--- config.mk ---
export PLATFORM = sky130hd
export DESIGN_NAME = clock_counter_sequencer
export DESIGN_NICKNAME = d
export VERILOG_FILES = /design/src/rtl/clock_counter_sequencer.sv
export SDC_FILE = /design/constraint.sdc
export NUM_CORES = 1
export LEC_CHECK = 0
export ABC_AREA = 1
export BUFFER_PORTS_ARGS = -buffer_cell sky130_fd_sc_hd__buf_2
export CELL_PAD_IN_SITES_DETAIL_PLACEMENT = 1
export CELL_PAD_IN_SITES_GLOBAL_PLACEMENT = 2
export CORE_ASPECT_RATIO = 0.9
export CORE_MARGIN = 2
export CORE_UTILIZATION = 35
export DETAILED_ROUTE_END_ITERATION = 7
export PLACE_DENSITY_LB_ADDON = 0.1
export SYNTH_ARGS = -nofsm -noshare
export SYNTH_HDL_FRONTEND = slang
export SYNTH_SLANG_ARGS = --single-unit
--- constraint.sdc ---
create_clock -name i_clk -period 3.85 [get_ports i_clk]
set_input_delay 0.385 -clock i_clk [delete_from_list [all_inputs] [get_ports i_clk]]
set_output_delay 0.385 -clock i_clk [all_outputs]
set_load 0.01 [all_outputs]
--- src/rtl/clock_counter_sequencer.sv ---
// clock_counter_sequencer: periodic latch/poll/read master for the
// clock counter debug device, streaming per-period counter deltas.
module clock_counter_sequencer #(
  parameter int RESP_TIMEOUT = 64,
  parameter int MAX_POLLS    = 16,
  parameter int PERIOD_WIDTH = 32
) (
  input  logic                    i_clk,
  input  logic                    i_rst,
  input  logic                    i_enable,
  input  logic [PERIOD_WIDTH-1:0] i_period,
  output logic [7:0]              o_rw_address,
  output logic                    o_read_request,
  output logic                    o_write_request,
  input  logic [63:0]             i_read_data,
  input  logic                    i_output_valid,
  output logic                    o_sample_valid,
  output logic [63:0]             o_local_delta,
  output logic [63:0]             o_extern_delta,
  output logic                    o_busy,
  output logic                    o_error,
  output logic [7:0]              o_error_count
);

  localparam int TW = $clog2(RESP_TIMEOUT + 1);
  localparam int PW = $clog2(MAX_POLLS + 1);

  typedef enum logic [2:0] {
    S_IDLE,
    S_WAIT,
    S_LATCH,
    S_GAP,
    S_POLL,
    S_RD_LOCAL,
    S_RD_EXT,
    S_PUBLISH
  } state_t;

  state_t r_state;
  state_t r_after_gap;
  state_t w_next;
  state_t w_after_gap;

  logic [PERIOD_WIDTH-1:0] r_period_cnt;
  logic [TW-1:0]           r_to_cnt;
  logic [PW-1:0]           r_poll_cnt;
  logic                    r_prev_valid;
  logic [63:0]             r_prev_local;
  logic [63:0]             r_prev_ext;
  logic [63:0]             r_cur_local;
  logic [63:0]             r_cur_ext;

  logic       w_xact;
  logic       w_tmo;
  logic       w_poll_last;
  logic       w_err;
  logic       w_rd;
  logic       w_wr;
  logic [7:0] w_addr;
  logic       w_busy;
  logic       w_sample;

  // State register; r_after_gap remembers where GAP hands off to
  always_ff @(posedge i_clk) begin
    if (i_rst) begin
      r_state     <= S_IDLE;
      r_after_gap <= S_WAIT;
    end else begin
      r_state     <= w_next;
      r_after_gap <= w_after_gap;
    end
  end

  // Next-state decode, including handshake completion and error detection
  always_comb begin
    w_xact = (r_state == S_LATCH) || (r_state == S_POLL) ||
             (r_state == S_RD_LOCAL) || (r_state == S_RD_EXT);
    w_tmo  = w_xact && !i_output_valid &&
             (r_to_cnt == TW'(RESP_TIMEOUT - 1));
    w_poll_last = (r_poll_cnt == PW'(MAX_POLLS - 1));
    w_err  = w_tmo || ((r_state == S_POLL) && i_output_valid &&
             !i_read_data[0] && w_poll_last);
    w_next      = r_state;
    w_after_gap = r_after_gap;
    unique case (r_state)
      S_IDLE:    if (i_enable) w_next = S_LATCH;
      S_WAIT: begin
        if (!i_enable)
          w_next = S_IDLE;
        else if (r_period_cnt <= PERIOD_WIDTH'(1))
          w_next = S_LATCH;
      end
      S_LATCH, S_POLL, S_RD_LOCAL, S_RD_EXT:
        if (i_output_valid || w_tmo) w_next = S_GAP;
      S_GAP:     w_next = i_enable ? r_after_gap : S_IDLE;
      S_PUBLISH: w_next = S_WAIT;
      default:   w_next = S_IDLE;
    endcase
    if (w_err) begin
      w_after_gap = S_WAIT;
    end else if (i_output_valid) begin
      case (r_state)
        S_LATCH:    w_after_gap = S_POLL;
        S_POLL:     w_after_gap = i_read_data[0] ? S_RD_LOCAL : S_POLL;
        S_RD_LOCAL: w_after_gap = S_RD_EXT;
        S_RD_EXT:   w_after_gap = S_PUBLISH;
        default:    w_after_gap = r_after_gap;
      endcase
    end
  end

  // Output decode: bus controls follow the state being entered
  always_comb begin
    w_rd   = 1'b0;
    w_wr   = 1'b0;
    w_addr = 8'd0;
    unique case (w_next)
      S_LATCH:    w_wr = 1'b1;
      S_POLL:     w_rd = 1'b1;
      S_RD_LOCAL: begin
        w_rd   = 1'b1;
        w_addr = 8'd1;
      end
      S_RD_EXT: begin
        w_rd   = 1'b1;
        w_addr = 8'd2;
      end
      default: w_rd = 1'b0;
    endcase
    w_busy   = (w_next != S_IDLE);
    w_sample = (r_state == S_PUBLISH) && r_prev_valid;
  end

  // Period, timeout and poll counters
  always_ff @(posedge i_clk) begin
    if (i_rst) begin
      r_period_cnt <= '0;
      r_to_cnt     <= '0;
      r_poll_cnt   <= '0;
    end else begin
      if ((w_next == S_LATCH) && (r_state != S_LATCH))
        r_period_cnt <= (i_period == '0) ? PERIOD_WIDTH'(1) : i_period;
      else if (r_period_cnt != '0)
        r_period_cnt <= r_period_cnt - PERIOD_WIDTH'(1);
      if (w_xact && (w_next == r_state))
        r_to_cnt <= r_to_cnt + TW'(1);
      else
        r_to_cnt <= '0;
      if (r_state == S_LATCH)
        r_poll_cnt <= '0;
      else if ((r_state == S_POLL) && i_output_valid)
        r_poll_cnt <= r_poll_cnt + PW'(1);
    end
  end

  // Counter captures and previous-sample bookkeeping
  always_ff @(posedge i_clk) begin
    if (i_rst) begin
      r_cur_local  <= '0;
      r_cur_ext    <= '0;
      r_prev_local <= '0;
      r_prev_ext   <= '0;
      r_prev_valid <= 1'b0;
    end else begin
      if ((r_state == S_RD_LOCAL) && i_output_valid)
        r_cur_local <= i_read_data;
      if ((r_state == S_RD_EXT) && i_output_valid)
        r_cur_ext <= i_read_data;
      if (r_state == S_PUBLISH) begin
        r_prev_local <= r_cur_local;
        r_prev_ext   <= r_cur_ext;
        r_prev_valid <= 1'b1;
      end else if (w_err || (w_next == S_IDLE)) begin
        r_prev_valid <= 1'b0;
      end
    end
  end

  // Registered outputs; deltas wrap modulo 2^64
  always_ff @(posedge i_clk) begin
    if (i_rst) begin
      o_rw_address    <= '0;
      o_read_request  <= 1'b0;
      o_write_request <= 1'b0;
      o_busy          <= 1'b0;
      o_sample_valid  <= 1'b0;
      o_local_delta   <= '0;
      o_extern_delta  <= '0;
      o_error         <= 1'b0;
      o_error_count   <= '0;
    end else begin
      o_rw_address    <= w_addr;
      o_read_request  <= w_rd;
      o_write_request <= w_wr;
      o_busy          <= w_busy;
      o_sample_valid  <= w_sample;
      if (w_sample) begin
        o_local_delta  <= r_cur_local - r_prev_local;
        o_extern_delta <= r_cur_ext - r_prev_ext;
      end
      o_error <= w_err;
      if (w_err && (o_error_count != 8'hFF))
        o_error_count <= o_error_count + 8'd1;
    end
  end

endmodule

==> run metrics <==
status=complete, no violations; RePlAce Congestion=between 0.9 and 1; initial core utilization=between 30% and 40%; layout cells sized above 1=approximately 8.6%; die width=between 300 and 400 µm; Fill cells=10553; critical path cell sequence=clkinv_1, ha_1, nand2_1, a21oi_1, nand2_1, nand2_2, nand3_4, nor2_4, nand2_1, a21oi_1; EDFF count, synth=0; Yosys reg bits=450; All-Layer GR Usage=a little over a quarter; CTS sink count=450; PwrDens=roughly 360 nW/µm²; PortBufs=roughly 240; Leak=0.0174 µW; storage element area=~9000 µm²; cts repair resizes=0; Synth top cells by count=nand2_1, inv_1, nor2_1, dfxtp_1, o21ai_0; CTS max path bufs=3; initial antenna violation count=2; setup bufs post-CTS=0; top-count cell post-synth=nand2_1; R2R depth=10; Root Driver=clkbuf_16; largest net degree at the start of global routing=247; Async S/R FF share, synth=0%; Synth top area share=between 30% and 40%; r2r startpoint=r_period_cnt[0]$_SDFFE_PP0P_; setup TNS=0 ps; Remaining DRCs=0; min-delay worst type=primary input to register; maximum VDD drop=between 300 and 400 µV; multi-input logic area=15400 µm²; Clock Pin Slew Worst Setup and Hold Paths=60 ps; H-Tree Depth=2; dominant cell type by area after synthesis=dfxtp_1; Hold WS=just over 30 ps; Synth warnings=0; register area share after synthesis=between 30% and 40%; CP Launch Type=register; Worst-Skew Late Latency=640 ps; Req. time, crit path=4390 ps; fin nets=around 5000; delay-heaviest family, CP=simple AND/OR/NAND/NOR gates; fin crit period=approximately 2800 ps; total gr overflow=0; RSZ-0062 raised after global routing=no; Bufs and invs on worst path=1; HPWL Detailed=between 80 and 90 mm; slew margin rel.=between 30% and 40%; Syn Inst Count=approximately 4500; TritonCTS buffer count=55; Vias/cell=roughly 5; r2r setup slk=1090 ps; Die Y=271 µm; # rows=slightly below 100; CTS tree=yes; Worst Path Arrival=around 3300 ps; final setup vio count=0; area grow syn2layout=15.5%; Yosys cell types=just over 50; max-cap violations=0; Synth Area per Inst=6.18 µm²; ANT nets after route=0; WL final=between 100 and 150 mm; CP Class=register to register; Hold Path End=r_cur_ext[52]$_SDFFE_PP0P_; CP max-delay cell=nor2_4; worst-case clock skew=around 22 ps; hold_sp=i_read_data[52]; Wirelength per Cell=~19 µm; hold_buf cts=23; worst reg2reg path endpoint=r_period_cnt[15]$_SDFFE_PP0P_; Synth Flop Type=dfxtp_1; CP peak stage delay=between 600 and 700 ps; crit-path most repeated cell=nand2_1; final hold vios=0; vias in the first global route=28719; drt first pass iters=5; Max Slew Vio Count=0; Crit. End Element=register; Die Area=between 80000 and 90000 µm²; Netlist Area Pre-Place=roughly 28000 µm²; first-pass GRT wire length=168 mm; Ports=roughly 250; largest fanout on the critical path=32; vias=~29000; worst hold stages=3; Achievable Freq=between 300 and 400 MHz; ranking of synthesized cells by area=dfxtp_1, nand2_1, inv_1; Tcrit/Tclk final=71.6%; Initial DRC Count=~1500; Overall Power=around 12000 µW; total core area=79100 µm²; worst-margin pin slew=974 ps
placed cells by master, fill, tap and decap left out, types with 56 or more instances in the layout:
cell type,count
ha_1,133
buf_2,241
nand2_1,993
clkbuf_16,56
o21ai_0,409
a21oi_1,345
dfxtp_1,450
nor2_1,714
nand3_1,257
inv_1,742
kinds of logic after synthesis:
| group | count (synthesis) | share of synthesized area (%) |
|---|---|---|
| AO/OA/AOI/OAI | 859 | 16.3 |
| XOR/XNOR | 54 | 1.70 |
| adder cells (fa/ha/maj) | 135 | 6.13 |
| buffers and inverters | 899 | 12.4 |
| flip-flops | 450 | 32.4 |
| other | 1 | 0.0135 |
| AND/OR/NAND/NOR | 2103 | 31.0 |
worst reg2reg max path: stages (launching register included):
cell and delay [ps]:
dfxtp_1 350, clkinv_1 170, ha_1 250, nand2_1 160
a21oi_1 350, nand2_1 120, nand2_2 100, nand3_4 120
nor2_4 620, nand2_1 200, a21oi_1 230
sequential cells by signal, indices dropped and copies added (netlist names):
| signal | count |
|---|---|
| r_poll_cnt | 5 |
| o_local_delta | 64 |
| r_cur_ext | 64 |
| o_read_request | 1 |
| r_period_cnt | 32 |
| o_rw_address | 2 |
| r_after_gap | 3 |
| o_sample_valid | 1 |
| r_prev_ext | 64 |
| o_write_request | 1 |
| r_to_cnt | 7 |
| o_extern_delta | 64 |
| r_cur_local | 64 |
| r_prev_local | 64 |
| o_busy | 1 |
| o_error_count | 8 |
| o_error | 1 |
| r_prev_valid | 1 |
| r_state | 3 |
layer usage:
layer | global-route usage (%) | vias to the layer above | wire length (µm)
met1 | 37.6 | 13725 | 54800
met5 | 0 | - | 0
met4 | 6.00 | 0 | 2350
met2 | 43.2 | 409 | 49300
met3 | 2.38 | 110 | 3360
li1 | - | 14645 | -
layout make-up:
type	count	area share, %
multi-input cells	3157	47.8
diodes	3	0.0234
repair buffers	286	5.18
flip-flops and latches	450	28.0
well taps	1050	4.09
clock buffers	77	4.98
inverters	755	8.88
clock inverters	24	0.958
where the power goes:
part	internal, µW	switching [µW]	leakage (µW)
Sequential	4750	102	0.00363
Combinational	394	789	0.0128
Clock	3300	2250	0.000936
worst max path at each step:
stage,cells past startpoint,start,endpoint
CTS,10,r_period_cnt[0]$_SDFFE_PP0P_,r_period_cnt[15]$_SDFFE_PP0P_
finish,10,r_period_cnt[0]$_SDFFE_PP0P_,r_period_cnt[15]$_SDFFE_PP0P_
global placement,17,r_cur_local[0]$_SDFFE_PP0P_,o_local_delta[58]$_SDFFE_PP0P_
detailed placement,17,r_cur_local[0]$_SDFFE_PP0P_,o_local_delta[58]$_SDFFE_PP0P_
global route,10,r_period_cnt[0]$_SDFFE_PP0P_,r_period_cnt[15]$_SDFFE_PP0P_
floorplan,17,r_cur_local[0]$_SDFFE_PP0P_,o_local_delta[58]$_SDFFE_PP0P_
per-stage QoR:
stage          worst slack (ps)  instance area [µm²]  instances  util [%]
5_1_grt                     843                32100       5801      40.6
3_5_place_dp               1130                30000       5675      37.9
4_1_cts                    1050                32100       5799      40.6
3_3_place_gp               1170                30000       5675      37.9
2_1_floorplan              1710                27800       4506         -
6_report                   1090                32100       5802      40.6
Power figures use the tool's default switching activity.
